`src/rtl/axi4_lite_slave_reg_block_if.sv`:
```
// ============================================================================
// axi4_lite_slave_reg_block_if
//
// AXI4-Lite bus bundle connecting one manager to axi4_lite_slave_reg_block.
// Carries the five AXI4-Lite channels (AW, W, B, AR, R). Clock and reset are
// not part of the bundle and stay plain ports on the modules.
//
// Parameters:
//   ADDR_WIDTH - byte address width
//   DATA_WIDTH - data width (32 or 64)
//
// Modports:
//   master - manager side: drives the valid/address/data/ready-for-response
//   slave  - register block side: drives the ready and response signals
// ============================================================================
interface axi4_lite_slave_reg_block_if #(
    parameter int ADDR_WIDTH = 8,
    parameter int DATA_WIDTH = 32
);
    // Write address channel
    logic                      awvalid;
    logic                      awready;
    logic [ADDR_WIDTH-1:0]     awaddr;
    logic [2:0]                awprot;
    // Write data channel
    logic                      wvalid;
    logic                      wready;
    logic [DATA_WIDTH-1:0]     wdata;
    logic [DATA_WIDTH/8-1:0]   wstrb;
    // Write response channel
    logic                      bvalid;
    logic                      bready;
    logic [1:0]                bresp;
    // Read address channel
    logic                      arvalid;
    logic                      arready;
    logic [ADDR_WIDTH-1:0]     araddr;
    logic [2:0]                arprot;
    // Read data channel
    logic                      rvalid;
    logic                      rready;
    logic [DATA_WIDTH-1:0]     rdata;
    logic [1:0]                rresp;

    modport master (
        output awvalid, awaddr, awprot,
        output wvalid, wdata, wstrb,
        output bready,
        output arvalid, araddr, arprot,
        output rready,
        input  awready, wready, bvalid, bresp,
        input  arready, rvalid, rdata, rresp
    );

    modport slave (
        input  awvalid, awaddr, awprot,
        input  wvalid, wdata, wstrb,
        input  bready,
        input  arvalid, araddr, arprot,
        input  rready,
        output awready, wready, bvalid, bresp,
        output arready, rvalid, rdata, rresp
    );
endinterface

```
`src/rtl/axi4_lite_slave_reg_block.sv`:
```
// ============================================================================
// axi4_lite_slave_reg_block
//
// AXI4-Lite slave endpoint backed by a bank of general-purpose word registers.
// One write and one read may be outstanding at a time; the two channels run
// independently and may complete in the same cycle (a read then sees the
// register value from before the write).
//
// Optional feature (compile-time macro AXI4_LITE_SLV_REG_SLVERR_EN):
//   defined   - out-of-range accesses answer SLVERR (2'b10)
//   undefined - out-of-range accesses answer OKAY  (2'b00)
//   Out-of-range writes are always dropped, out-of-range reads return 0.
//
// Ports:
//   clk - single clock
//   rst - synchronous, active-high reset
//   bus - AXI4-Lite slave modport (AW/W/B/AR/R channels)
// ============================================================================
module axi4_lite_slave_reg_block #(
    parameter int G_AXI4_LITE_ADDR_WIDTH = 8,
    parameter int G_AXI4_LITE_DATA_WIDTH = 32,
    parameter int G_NB_REGS              = 16
) (
    input logic                          clk,
    input logic                          rst,
    axi4_lite_slave_reg_block_if.slave   bus
);

    localparam int NB_BYTES   = G_AXI4_LITE_DATA_WIDTH / 8;
    localparam int ADDR_LSB   = $clog2(NB_BYTES);
    localparam int IDX_W      = (G_NB_REGS > 1) ? $clog2(G_NB_REGS) : 1;
    localparam int BANK_BYTES = G_NB_REGS * NB_BYTES;

    localparam logic [1:0] RESP_OKAY   = 2'b00;
    localparam logic [1:0] RESP_SLVERR = 2'b10;
`ifdef AXI4_LITE_SLV_REG_SLVERR_EN
    localparam logic [1:0] RESP_OOR = RESP_SLVERR;
`else
    localparam logic [1:0] RESP_OOR = RESP_OKAY;
`endif

    logic [G_AXI4_LITE_DATA_WIDTH-1:0] regs [G_NB_REGS];

    logic             wr_start;
    logic             wr_fire;
    logic             wr_in_range;
    logic [IDX_W-1:0] wr_idx;
    logic             rd_start;
    logic             rd_fire;
    logic             rd_in_range;
    logic [IDX_W-1:0] rd_idx;

    // Protection bits carry no meaning for this block.
    logic unused_prot;
    assign unused_prot = ^{bus.awprot, bus.arprot, RESP_SLVERR};

    // A transaction is started (ready raised) when both request channels are
    // valid and nothing is outstanding; it completes on the following cycle
    // when ready meets the still-held valid.
    assign wr_start = bus.awvalid && bus.wvalid && !bus.awready && !bus.bvalid;
    assign wr_fire  = bus.awvalid && bus.awready && bus.wvalid && bus.wready;
    assign rd_start = bus.arvalid && !bus.arready && !bus.rvalid;
    assign rd_fire  = bus.arvalid && bus.arready;

    // One extra bit on the compare so a bank that fills the whole address
    // space does not wrap its limit to zero.
    assign wr_in_range = {1'b0, bus.awaddr} < (G_AXI4_LITE_ADDR_WIDTH + 1)'(BANK_BYTES);
    assign rd_in_range = {1'b0, bus.araddr} < (G_AXI4_LITE_ADDR_WIDTH + 1)'(BANK_BYTES);
    assign wr_idx      = bus.awaddr[ADDR_LSB +: IDX_W];
    assign rd_idx      = bus.araddr[ADDR_LSB +: IDX_W];

    // ------------------------------------------------------------------------
    // Write channel handshake and response
    // ------------------------------------------------------------------------
    // NOTE: non-blocking assignments in clocked blocks, so every flop samples
    // the pre-edge value of the others (this is what makes a same-cycle read
    // return the old register contents).
    always_ff @(posedge clk) begin
        if (rst) begin
            bus.awready <= 1'b0;
            bus.wready  <= 1'b0;
            bus.bvalid  <= 1'b0;
            bus.bresp   <= RESP_OKAY;
        end else begin
            bus.awready <= wr_start;
            bus.wready  <= wr_start;
            if (wr_fire) begin
                bus.bvalid <= 1'b1;
                bus.bresp  <= wr_in_range ? RESP_OKAY : RESP_OOR;
            end else if (bus.bready) begin
                bus.bvalid <= 1'b0;
            end
        end
    end

    // ------------------------------------------------------------------------
    // Register bank with byte-strobed writes
    // ------------------------------------------------------------------------
    // NOTE: the bank is explicitly cleared on reset because software relies on
    // reading zeros after reset; this keeps it in flops rather than a RAM.
    always_ff @(posedge clk) begin
        if (rst) begin
            for (int r = 0; r < G_NB_REGS; r++) begin
                regs[r] <= '0;
            end
        end else if (wr_fire && wr_in_range) begin
            for (int b = 0; b < NB_BYTES; b++) begin
                if (bus.wstrb[b]) begin
                    regs[wr_idx][b*8 +: 8] <= bus.wdata[b*8 +: 8];
                end
            end
        end
    end

    // ------------------------------------------------------------------------
    // Read channel handshake and registered data
    // ------------------------------------------------------------------------
    always_ff @(posedge clk) begin
        if (rst) begin
            bus.arready <= 1'b0;
            bus.rvalid  <= 1'b0;
            bus.rdata   <= '0;
            bus.rresp   <= RESP_OKAY;
        end else begin
            bus.arready <= rd_start;
            if (rd_fire) begin
                bus.rvalid <= 1'b1;
                bus.rdata  <= rd_in_range ? regs[rd_idx] : '0;
                bus.rresp  <= rd_in_range ? RESP_OKAY : RESP_OOR;
            end else if (bus.rready) begin
                bus.rvalid <= 1'b0;
            end
        end
    end

endmodule

```
`src/flat_wrapper.sv`:
```
// flat-port wrapper written by rule: the top's interface ports become plain ports
module axi4_lite_slave_reg_block_flat 
#(
    parameter int G_AXI4_LITE_ADDR_WIDTH = 8,
    parameter int G_AXI4_LITE_DATA_WIDTH = 32,
    parameter int G_NB_REGS              = 16
)
  (clk, rst, bus_awvalid, bus_awaddr, bus_awprot, bus_wvalid, bus_wdata, bus_wstrb, bus_bready, bus_arvalid, bus_araddr, bus_arprot, bus_rready, bus_awready, bus_wready, bus_bvalid, bus_bresp, bus_arready, bus_rvalid, bus_rdata, bus_rresp);
  axi4_lite_slave_reg_block_if #(.ADDR_WIDTH((8)), .DATA_WIDTH((32))) bus_i ();
  input logic clk;
  input logic rst;
  input wire logic [$bits(bus_i.awvalid)-1:0] bus_awvalid;
  input wire logic [$bits(bus_i.awaddr)-1:0] bus_awaddr;
  input wire logic [$bits(bus_i.awprot)-1:0] bus_awprot;
  input wire logic [$bits(bus_i.wvalid)-1:0] bus_wvalid;
  input wire logic [$bits(bus_i.wdata)-1:0] bus_wdata;
  input wire logic [$bits(bus_i.wstrb)-1:0] bus_wstrb;
  input wire logic [$bits(bus_i.bready)-1:0] bus_bready;
  input wire logic [$bits(bus_i.arvalid)-1:0] bus_arvalid;
  input wire logic [$bits(bus_i.araddr)-1:0] bus_araddr;
  input wire logic [$bits(bus_i.arprot)-1:0] bus_arprot;
  input wire logic [$bits(bus_i.rready)-1:0] bus_rready;
  output wire logic [$bits(bus_i.awready)-1:0] bus_awready;
  output wire logic [$bits(bus_i.wready)-1:0] bus_wready;
  output wire logic [$bits(bus_i.bvalid)-1:0] bus_bvalid;
  output wire logic [$bits(bus_i.bresp)-1:0] bus_bresp;
  output wire logic [$bits(bus_i.arready)-1:0] bus_arready;
  output wire logic [$bits(bus_i.rvalid)-1:0] bus_rvalid;
  output wire logic [$bits(bus_i.rdata)-1:0] bus_rdata;
  output wire logic [$bits(bus_i.rresp)-1:0] bus_rresp;
  assign bus_i.awvalid = bus_awvalid;
  assign bus_i.awaddr = bus_awaddr;
  assign bus_i.awprot = bus_awprot;
  assign bus_i.wvalid = bus_wvalid;
  assign bus_i.wdata = bus_wdata;
  assign bus_i.wstrb = bus_wstrb;
  assign bus_i.bready = bus_bready;
  assign bus_i.arvalid = bus_arvalid;
  assign bus_i.araddr = bus_araddr;
  assign bus_i.arprot = bus_arprot;
  assign bus_i.rready = bus_rready;
  assign bus_awready = bus_i.awready;
  assign bus_wready = bus_i.wready;
  assign bus_bvalid = bus_i.bvalid;
  assign bus_bresp = bus_i.bresp;
  assign bus_arready = bus_i.arready;
  assign bus_rvalid = bus_i.rvalid;
  assign bus_rdata = bus_i.rdata;
  assign bus_rresp = bus_i.rresp;
  axi4_lite_slave_reg_block #(.G_AXI4_LITE_ADDR_WIDTH(G_AXI4_LITE_ADDR_WIDTH), .G_AXI4_LITE_DATA_WIDTH(G_AXI4_LITE_DATA_WIDTH), .G_NB_REGS(G_NB_REGS)) u_core (.clk(clk), .rst(rst), .bus(bus_i));
endmodule
```
`config.mk`:
```
export PLATFORM = sky130hd
export DESIGN_NAME = axi4_lite_slave_reg_block_flat
export DESIGN_NICKNAME = d
export VERILOG_FILES = /design/src/rtl/axi4_lite_slave_reg_block_if.sv /design/src/rtl/axi4_lite_slave_reg_block.sv /design/src/flat_wrapper.sv
export SDC_FILE = /design/constraint.sdc
export NUM_CORES = 1
export LEC_CHECK = 0
export BUFFER_PORTS_ARGS = -buffer_cell sky130_fd_sc_hd__buf_4
export CORE_ASPECT_RATIO = 1.2
export CORE_MARGIN = 3
export CORE_UTILIZATION = 40
export CTS_BUF_LIST = sky130_fd_sc_hd__clkbuf_4
export CTS_CLUSTER_SIZE = 16
export DETAILED_ROUTE_END_ITERATION = 10
export SYNTH_ARGS = -nofsm -noshare
export SYNTH_HDL_FRONTEND = slang
export SYNTH_SLANG_ARGS = --single-unit
```
`constraint.sdc`:
```
create_clock -name clk -period 2.5 [get_ports clk]
set_input_delay 0.5 -clock clk [delete_from_list [all_inputs] [get_ports clk]]
set_output_delay 0.5 -clock clk [all_outputs]
set_load 0.03 [all_outputs]
```
* Word level (Yosys, flattened, before mapping)
Memories as Yosys holds them, arrays and structs flattened.
Index checks and enable logic that the tools add are counted.
** Storage, ports and cells
- Input bits :: 65
- Memory bits (writable) :: 512
- Word-level logic and storage cells :: 51
- ROM bits :: 0
- Latch bits :: 0
- Register bits after elaboration :: 36
- Output and inout port bits :: 41
- Memories kept :: 1
** Memories
- u_core.regs :: depth 16, width 32, rd ports 1, clocked after Yosys merged registers in 0, wr ports 16, line axi4_lite_slave_reg_block.sv:42 : logic [G_AXI4_LITE_DATA_WIDTH-1:0] regs [G_NB_REGS];
** Operators by class
- Order comparisons :: 2
- Shifts and indexed selects :: 0
- Divide/modulo/power cells :: 0
- $add $sub $neg :: 0
- Eq/ne operators :: 0
- Multiplexer cells :: 26
- Reductions and logical operators :: 17
- $mul :: 0
- Bitwise operators :: 0
** Operator list (number)
- $mux W32 :: 2
- $reduce_or A32 Y1 :: 1
- $mux W1 :: 22
- $lt A8 B7 Y1 const B :: 2
- $logic_and A1 B1 Y1 :: 10
- $mux W4 :: 2
- $logic_not A1 Y1 :: 4
- $reduce_bool A2 Y1 :: 2

* Depth between registers and ports, before layout
Gate-level depths: netlist (run 1).
- Word-level depth :: 9
- Mapped depth :: 8

* Worst setup path before layout (run 1)
Ideal clock, no wire load.
- Path kind :: register -> register
- From :: reg u_core.bus.awready
- To :: mem u_core.regs[3][0], enable pin
- Library setup time :: 330 ps
- Setup slack :: 418 ps
- Arrival :: 1752 ps
- Cell stages (with the launch flop) :: 6
- Path through :: dfxtp_1 -> nor3b_4 -> nand3_4 -> buf_6 -> nor2_4 -> or2_1
** RTL lines
- start, declared :: line axi4_lite_slave_reg_block_if.sv:61 : output awready, wready, bvalid, bresp,
- start signal, assigned :: line axi4_lite_slave_reg_block.sv:85 : bus.awready <= wr_start;
- end, declared :: line axi4_lite_slave_reg_block.sv:42

==> summary.md, run 1 <==
| Metric | Value |
|---|---|
| Final wirelength | 62.3 mm |
| CP Launch Type | register |
| Fmax | roughly 480 MHz |
| Clock power share | 0.411 |
| Worst setup EP type | register |
| 1st-pass router iterations | 5 |
| Hold path endpoint | u_core.regs[4][3] |
| Fin nets | 1995 |
| Worst setup margin | 0.395 ns |
| CTS tree | yes |
| Hold-fix buffers, CTS | 35 |
| Total core area | just over 60000 um2 |
| Die X | 235 um |
| Ys async rst share | 0 |
| Crit Path Max Fanout | 12 |
| Placed Area | roughly 27000 um2 |
| Slew at the pin closest to its max-slew limit | 0.524 ns |
| Syn avg cell area | between 15 and 20 um2 |
| Min-delay worst type | in2reg |
| Post-route core utilization | 0.475 |
| Period utilization | 0.842 |
| Area Growth Syn to Fin | 17.1% |
| Final hold viol count | 0 |
| RSZ-0062 raised after global routing | no |
| Gate power share | 0.066 |
| Cells on worst reg2reg path | 6 |
| Die Ht | about 280 um |
| Sequential-to-total area share from yosys stat | 0.638 |
| Count of different cell masters after synthesis | 34 |
| Post-route minimum period | about 2.1 ns |
| FP Rows | 100 |
| Vias | 14500 |
| HP Start | bus_wdata[3] |
| Design area | 29500 um2 |
| Setup Skew | 0.0557 ns |
| Post-synth EDFFs | 512 |
| Internal power | 15.4 mW |
| Wire per inst | roughly 22 um |
| R2R setup slack | 0.40 ns |
| Syn Inst Count | 1651 |
| Number of DRC markers in iteration 0 | 1053 |
| Share of layout cells above drive strength 1 | 0.302 |
| GPL Wtd Cong | 0.797 |
| Worst path required time | 3.02 ns |
| Number of fill cells | 5445 |
| Total grt overflow | 0 |
| Switching Share | 0.227 |
| Status | finished, final reports clean |
| Peak supply drop | 324 uV |
| Pwr/cell area | ~670 nW/um2 |
| Final Max Slew Viols | 0 |
| Initial antenna violation count | 1 |
| CTS Buf Count | 140 |
| Crit path max-delay cell type | dfxtp_1 |
| Drt via density | 5.09 |
| Largest net degree at the start of global routing | 39 |
| Post-DP HPWL | 40.8 mm |
| Critical Path Max Stage Delay | about 0.40 ns |
| Input/output buffers | between 90 and 100 |
| Root Driver | clkbuf_4 |
| All-Layer GR Usage | 0.189 |
| Vias in the first global route | roughly 16000 |
| Initial Utilization | 0.406 |
| Overall Power | 19.9 mW |
| Synthesized cell area | ~25000 um2 |
| Register bit count reported by yosys | 548 |
| Crit path cell chain | nor3b_4 -> buf_12 -> nand3_4 -> buf_4 -> nor2_4 -> or2_2 |
| Hold path cells | 2 |
| Pre-CTS setup slack | 0.156 ns |
| Post-synth top flop | edfxtp_1 |
| Part of the power in registers | 0.523 |
| Max-cap violations | 0 |
| Drc violations | 0 |
| Slew Limit Headroom | 0.651 |
| Crit path kind | reg2reg |
| Leak pwr | about 11 nW |
| Reg2reg start | u_core.bus.awready |
| Final setup viols | 0 |
| First-pass GRT wire length | between 90 and 100 mm |
| # Post-CTS Setup Buffers | 0 |
| I/O Pins | 106 |
| Ys Warns | 0 |
| RR Endpoint | u_core.regs[3][26] |
| CP arrival | 2.63 ns |
| Antenna viol nets, final | 0 |
| CTS H-tree lvls | 4 |
| Clock sink count | 548 |
| Clock latency on the worst-skew pair | roughly 0.9 ns |
| Clk buf depth | 3 |
| Gates resized, CTS repair | 0 |
| CTS clk-pin slew, worst paths | 0.07 ns |
| Setup TNS | 0 ns |
| Die area | ~66000 um2 |
| Sw Pwr | 4.51 mW |
## how the worst max path moves through the flow
stage                        from                  to  cells past startpoint
2_1_floorplan  u_core.bus.awready   u_core.regs[3][0]                      5
3_3_place_gp                  rst  u_core.regs[3][28]                      6
3_5_place_dp                  rst  u_core.regs[3][28]                      6
4_1_cts        u_core.bus.awready  u_core.regs[3][28]                      6
5_1_grt        u_core.bus.awready  u_core.regs[2][28]                      6
6_report       u_core.bus.awready  u_core.regs[3][26]                      6
## placed cells by master, fill, tap and decap left out, drive strengths merged, types with 2 or more instances in the layout
master       Yosys  routed
and2           512     512
edfxtp         512     512
clkbuf          57     208
buf             43     199
mux2i           96      96
mux4            96      96
nor2            67      67
or2             64      64
dfxtp           36      36
dlygate4sd3      0      35
nand2b          34      34
a22oi           32      32
a32oi           32      32
o21ai           32      32
clkinv           0      29
nand3           11      11
nand2           10      10
bufinv           0       7
inv              0       5
nor2b            5       5
conb             1       4
a21oi            3       3
nor3b            3       3
diode            0       2
## power groups by stage
stage          Clock (mW)  Combinational, mW  Sequential, mW
2_1_floorplan           0              0.804            10.6
3_3_place_gp            0               1.29            10.6
3_5_place_dp            0               1.30            10.6
4_1_cts              8.39               1.35            10.4
5_1_grt              8.87               1.41            10.4
6_report             8.17               1.32            10.4
## state kept, by name, indices dropped and copies added, names as in the netlist
name                count
u_core.regs           512
u_core.bus.rdata       32
u_core.bus.arready      1
u_core.bus.awready      1
u_core.bus.bvalid       1
u_core.bus.rvalid       1
## area by class of cell
| cell class | instances | area, um2 | share of cell area |
|---|---|---|---|
| sequential | 548 | 16100 | 0.545 |
| clock inverter | 42 | 352 | 0.0119 |
| timing repair buffer | 234 | 1980 | 0.0669 |
| clock buffer | 208 | 1560 | 0.0528 |
| antenna | 2 | 5.00 | 0.000169 |
| multi-input combinational | 1006 | 8540 | 0.289 |
| tap | 816 | 1020 | 0.0346 |
## per-stage QoR
stage	hold WS, ns	std cells
4_1_cts	0.00595	2854
2_1_floorplan	0.604	1654
5_1_grt	0.0433	2855
6_report	0.106	2856
3_5_place_dp	0.450	2569
3_3_place_gp	0.434	2569
## Yosys cell counts, types with 2 or more instances
library cell | count | area (um2)
a21oi_1 | 3 | 15.0
a22oi_1 | 32 | 240
a32oi_1 | 32 | 280
and2_1 | 512 | 3200
buf_12 | 5 | 100
buf_2 | 14 | 70.1
buf_4 | 9 | 67.6
buf_6 | 14 | 158
clkbuf_1 | 56 | 210
dfxtp_1 | 36 | 721
edfxtp_1 | 512 | 15400
mux2i_1 | 96 | 961
mux4_1 | 17 | 447
mux4_2 | 79 | 1780
nand2_1 | 10 | 37.5
nand2b_1 | 34 | 213
nand3_1 | 7 | 35.0
nand3_4 | 4 | 70.1
nor2_1 | 27 | 101
nor2_4 | 40 | 450
nor2b_1 | 5 | 31.3
nor3b_1 | 2 | 15.0
o21ai_1 | 32 | 160
or2_1 | 3 | 18.8
or2_2 | 61 | 382
## cell families (layout without fill, tap and decap cells)
group	Yosys count	after routing	share of synthesized area
AOI/OAI and AO/OA	99	99	0.0276
buffers and inverters	100	484	0.0249
DFF	548	548	0.638
muxes	192	192	0.126
other	1	6	0.000149
and+or+nand+nor	711	711	0.183
## routing by layer
layer	track usage	vias to the layer above	wire [um]	share of wire
met3	0.0328	120	2900	0.047
met2	0.334	385	32300	0.52
met4	0.0804	0	1980	0.032
met1	0.230	7306	25100	0.40
met5	0	-	0	0
li1	-	6737	-	-
## worst max-delay path: cells and delay by family, from the launching register on
family / cells / cell delay [ns]
simple gates: 4 / 0.88
flops: 1 / 0.40
buf+inv: 2 / 0.45
(Power assumes the default switching activity.)
==> inputs of run 2 (changes only) <==
- clock period: 2.5 -> 2 ns (I/O delays scaled with it)
==> summary.md, run 2 (synthesis gave the netlist of run 1 again) <==
| Metric | Value |
|---|---|
| Setup TNS | 0 ns |
| Min-delay worst type | in2reg |
| Crit path cell chain | nor3b_4 -> buf_12 -> nand3_4 -> buf_12 -> nor2_1 -> or2_2 |
| Clock sink count | 548 |
| Period utilization | 0.959 |
| Clk buf depth | 3 |
| RSZ-0062 raised after global routing | no |
| Biggest register | u_core.regs |
| CP most frequent cell | buf_12 |
| Final setup viols | 0 |
| Design area | 30000 um2 |
| Most frequent cells in the layout | and2_1, edfxtp_1, clkbuf_4, buf_4, mux2i_1 |
| Largest net degree at the start of global routing | 36 |
| Hold path endpoint | u_core.bus.arready |
| Final Max Slew Viols | 0 |
| Total core area | 62200 um2 |
| CP Launch Type | register |
| Setup Skew | ~0.055 ns |
| R2R setup slack | between 0.08 and 0.09 ns |
| First-pass GRT wire length | 94.3 mm |
| Cells on worst reg2reg path | 6 |
| Worst path required time | 2.56 ns |
| Crit Path Max Fanout | 13 |
| Die X | 235 um |
| WP buf/inv | 2 |
| Vias | 14600 |
| Number of DRC markers in iteration 0 | 964 |
| Crit path kind | reg2reg |
| Max-cap violations | 0 |
| Area Growth Syn to Fin | 18.7% |
| Post-DP HPWL | 41.9 mm |
| Die Ht | 281 um |
| FP Rows | 100 |
| Clock latency on the worst-skew pair | 0.87 ns |
| Input/output buffers | 91 |
| Root Driver | clkbuf_4 |
| Largest registers | u_core.regs x512, u_core.bus.rdata x32 |
| GPL Wtd Cong | about 0.77 |
| Drt via density | 5.06 |
| Share of layout cells above drive strength 1 | 0.315 |
| Drc violations | 0 |
| Post-route minimum period | 1.92 ns |
| CP arrival | roughly 2.5 ns |
| CTS Buf Count | ~140 |
| Final wirelength | 62.2 mm |
| Initial antenna violation count | 2 |
| Number of fill cells | 5296 |
| Number of flip-flops in the largest register | just over 500 |
| Wire per inst | 21.6 um |
| Vias in the first global route | 15600 |
| Peak supply drop | 408 uV |
| Hold path cells | 3 |
| Antenna viol nets, final | 0 |
| # Post-CTS Setup Buffers | 0 |
| CTS tree | yes |
| CTS clk-pin slew, worst paths | 0.07 ns |
| Crit path max-delay cell type | dfxtp_2 |
| Fin nets | 2031 |
| HP Start | rst |
| Delay-heaviest family, CP | simple AND/OR/NAND/NOR gates |
| Leak pwr | 11.4 nW |
| Die area | 66100 um2 |
| Critical Path Max Stage Delay | ~0.37 ns |
| I/O Pins | between 100 and 150 |
| Initial Utilization | 0.406 |
| Final hold viol count | 0 |
| 1st-pass router iterations | 5 |
| Total grt overflow | 0 |
| CTS H-tree lvls | 4 |
| Fmax | 521 MHz |
| Status | finished, final reports clean |
| Worst setup EP type | register |
| RR Endpoint | u_core.regs[9][31] |
| Reg2reg start | u_core.bus.awready |
| Placed Area | 27800 um2 |
| Pwr/cell area | 814 nW/um2 |
| All-Layer GR Usage | 0.190 |
## run 2: cell count changes in the layout (fill, tap and decap cells not counted), sizes merged
cell	change
buf	+38
bufinv	-4
clkbuf	+4
clkinv	-7
clkinvlp	-1
diode	+1
dlygate4sd3	+2
inv	-1
## run 2: final cells by class
type / instances / area (um2) / area share
flip-flops and latches: 548 / 16100 / 0.537
multi-input cells: 1006 / 8550 / 0.285
repair buffers: 274 / 2490 / 0.0833
clock buffers: 212 / 1590 / 0.0531
well taps: 816 / 1020 / 0.0341
clock inverters: 29 / 193 / 0.00643
diodes: 3 / 7.51 / 0.000251
## run 2: stage by stage
step | hold WS, ns | power, mW | std cells | setup slack, ns | utilization
after floorplan | 0.540 | 14.2 | 1654 | 0.0528 | -
after detailed placement | 0.451 | 15.0 | 2607 | -0.0773 | 0.447
final | 0.122 | 24.4 | 2888 | 0.0814 | 0.482
after global placement | 0.436 | 14.9 | 2607 | -0.0621 | 0.447
after global routing | 0.0820 | 25.4 | 2886 | 0.0144 | 0.482
after CTS | 0.0298 | 24.7 | 2885 | 0.0252 | 0.481
## run 2: how the worst max path moves through the flow
stage                         start                  to  slack [ns]  depth (start not counted)
2_1_floorplan    u_core.bus.awready   u_core.regs[3][0]        0.05                          5
3_3_place_gp          bus_awaddr[6]  u_core.regs[9][27]       -0.06                          7
3_5_place_dp          bus_awaddr[3]  u_core.regs[13][6]       -0.08                          6
4_1_cts        u_core.bus.rdata[25]       bus_rdata[25]        0.03                          1
5_1_grt        u_core.bus.rdata[25]       bus_rdata[25]        0.01                          1
6_report         u_core.bus.awready  u_core.regs[9][31]        0.08                          6
## run 2: timing repair
item,in CTS,in global routing
hold buffers,37,0
setup endpoints to repair,1,23
gates resized for setup,1,4
endpoints found under the hold margin,515,0
pin swaps,0,0
## run 2: worst reg2reg max path: stages (launching register included)
cell,delay [ns]
dfxtp_2,0.37
nor3b_4,0.24
buf_12,0.17
nand3_4,0.09
buf_12,0.17
nor2_1,0.25
or2_2,0.31
## run 2: power by group
part	leakage, nW	internal, mW	switching [mW]
registers	5.47	12.9	0.123
clock network	1.08	5.19	4.45
logic	4.84	0.728	1.00
total	11.4	18.8	5.58
## run 2: per-layer routing
metal	track usage	share of wire	wire length, um
met5	0	0	0
met2	0.339	0.52	32400
met4	0.0620	0.019	1170
met3	0.0342	0.050	3100
met1	0.235	0.41	25500
==> inputs of run 3 (changes only) <==
- MAX_ROUTING_LAYER: unset -> met4
- SETUP_SLACK_MARGIN: unset -> 0.05
- clock period: 2 -> 1.74 ns (I/O delays scaled with it)
==> summary.md, run 3 (synthesis gave the netlist of run 1 again) <==
| Metric | Value |
|---|---|
| Crit path kind | reg2out |
| Biggest register | u_core.regs |
| Final hold viol count | 0 |
| Vias | 14900 |
| Multi-input gate area in the final layout | around 9000 um2 |
| Pwr/cell area | between 800 and 900 nW/um2 |
| FP Rows | 100 |
| GPL Wtd Cong | 0.805 |
| FF+latch area | 16200 um2 |
| 1st-pass router iterations | 5 |
| Die area | 66100 um2 |
| First-pass GRT wire length | 95.5 mm |
| Fmax | ~540 MHz |
| Number of flip-flops in the largest register | 512 |
| Die Ht | approximately 280 um |
| Clock latency on the worst-skew pair | 0.94 ns |
| Setup Skew | just under 0.04 ns |
| Hold Slack | 0.185 ns |
| Setup TNS | -11.80 ns |
| Wire per inst | 21.2 um |
| Worst setup margin | -0.119 ns |
| Most frequent cells in the layout | edfxtp_1, and2_1, clkbuf_4, buf_4, and2_4 |
| RSZ-0062 raised after global routing | yes |
| Leak pwr | ~12 nW |
| Status | finished, violations left |
| Initial antenna violation count | 2 |
| Reg2reg start | u_core.bus.awready |
| CTS clk-pin slew, worst paths | about 0.060 ns |
| Crit Path Max Fanout | 3 |
| Final setup viols | around 340 |
| CTS Buf Count | 138 |
| Worst path required time | between 1 and 1.5 ns |
| Peak supply drop | 500 uV |
| Final Max Slew Viols | 0 |
| Number of fill cells | 5231 |
| Input/output buffers | approximately 90 |
| All-Layer GR Usage | 0.198 |
| Die X | 235 um |
| Period utilization | 1.07 |
| HP Start | bus_araddr[7] |
| Clk buf depth | 3 |
| Largest net degree at the start of global routing | 67 |
| Max-cap violations | 0 |
| Fin nets | roughly 2100 |
| CP Launch Type | register |
| Vias in the first global route | 15900 |
| Most common cell after layout, fill and taps aside | edfxtp_1 |
| Crit path launch | u_core.bus.awready |
| Total grt overflow | 0 |
| Antenna viol nets, final | 0 |
| Final wirelength | 62.7 mm |
| Drc violations | 0 |
| Min-delay worst type | in2reg |
| Post-DP HPWL | 42.3 mm |
| Root Driver | clkbuf_4 |
| Total core area | 62200 um2 |
| Initial Utilization | 0.406 |
| Area Growth Syn to Fin | 24.8% |
| CTS tree | yes |
| Clock sink count | around 550 |
| Share of layout cells above drive strength 1 | 0.409 |
| Worst setup EP type | primary output |
| I/O Pins | 106 |
| Post-route core utilization | 0.506 |
| Drt via density | 5.05 |
| Largest registers | u_core.regs x512, u_core.bus.rdata x32 |
| Failing checks | setup timing |
| CTS H-tree lvls | 4 |
| Post-route minimum period | approximately 1.9 ns |
| Number of DRC markers in iteration 0 | between 900 and 1000 |
| CP arrival | 1.51 ns |
run 3: routing by layer:
layer,global-route usage,vias up,part of all wire
met2,0.331,403,0.51
li1,-,6946,-
met1,0.237,7467,0.41
met3,0.0462,103,0.048
met5,-,-,0
met4,0.0707,0,0.025
run 3: worst paths after layout:
kind / end / slack [ns] / depth (start not counted)
max: bus_awready / -0.12 / 2
min: u_core.bus.rdata[10] / 0.19 / 6
max reg2reg: u_core.regs[1][0] / -0.09 / 7
min reg2reg: u_core.bus.rdata[8] / 0.48 / 2
run 3: critical path, cell delays in order, from the launching register on:
cell and delay, ns:
dfxtp_4 0.34, buf_6 0.12, buf_6 0.13
run 3: area by class of cell:
| class | count | share of cell area |
|---|---|---|
| diodes | 3 | 0.000238 |
| clock buffers | 201 | 0.0479 |
| clock inverters | 41 | 0.00663 |
| multi-input cells | 1008 | 0.292 |
| flip-flops and latches | 548 | 0.514 |
| well taps | 816 | 0.0324 |
| repair buffers | 337 | 0.107 |
run 3: metrics by stage:
| step | area [um2] | worst slack, ns | total power, mW | instances |
|---|---|---|---|---|
| floorplan | 25400 | -0.0633 | 16.4 | 1654 |
| global placement | 28000 | -0.277 | 17.2 | 2627 |
| detailed placement | 28000 | -0.270 | 17.2 | 2627 |
| CTS | 30800 | -0.245 | 28.1 | 2934 |
| global route | 31500 | -0.239 | 28.9 | 2954 |
| finish | 31500 | -0.119 | 27.7 | 2954 |
run 3: where the power goes:
| group | internal, mW | switching, mW | total [mW] |
|---|---|---|---|
| clock network | 5.59 | 5.09 | 10.7 |
| logic | 0.930 | 1.18 | 2.11 |
| registers | 14.8 | 0.154 | 15.0 |
run 3: repair_timing:
item	in CTS	in global routing
gates cloned	3	0
hold endpoints to repair	548	0
endpoints found under the setup margin	518	822
setup buffers	17	19
pin swaps	59	56
hold buffers	45	0
resized for setup	159	185
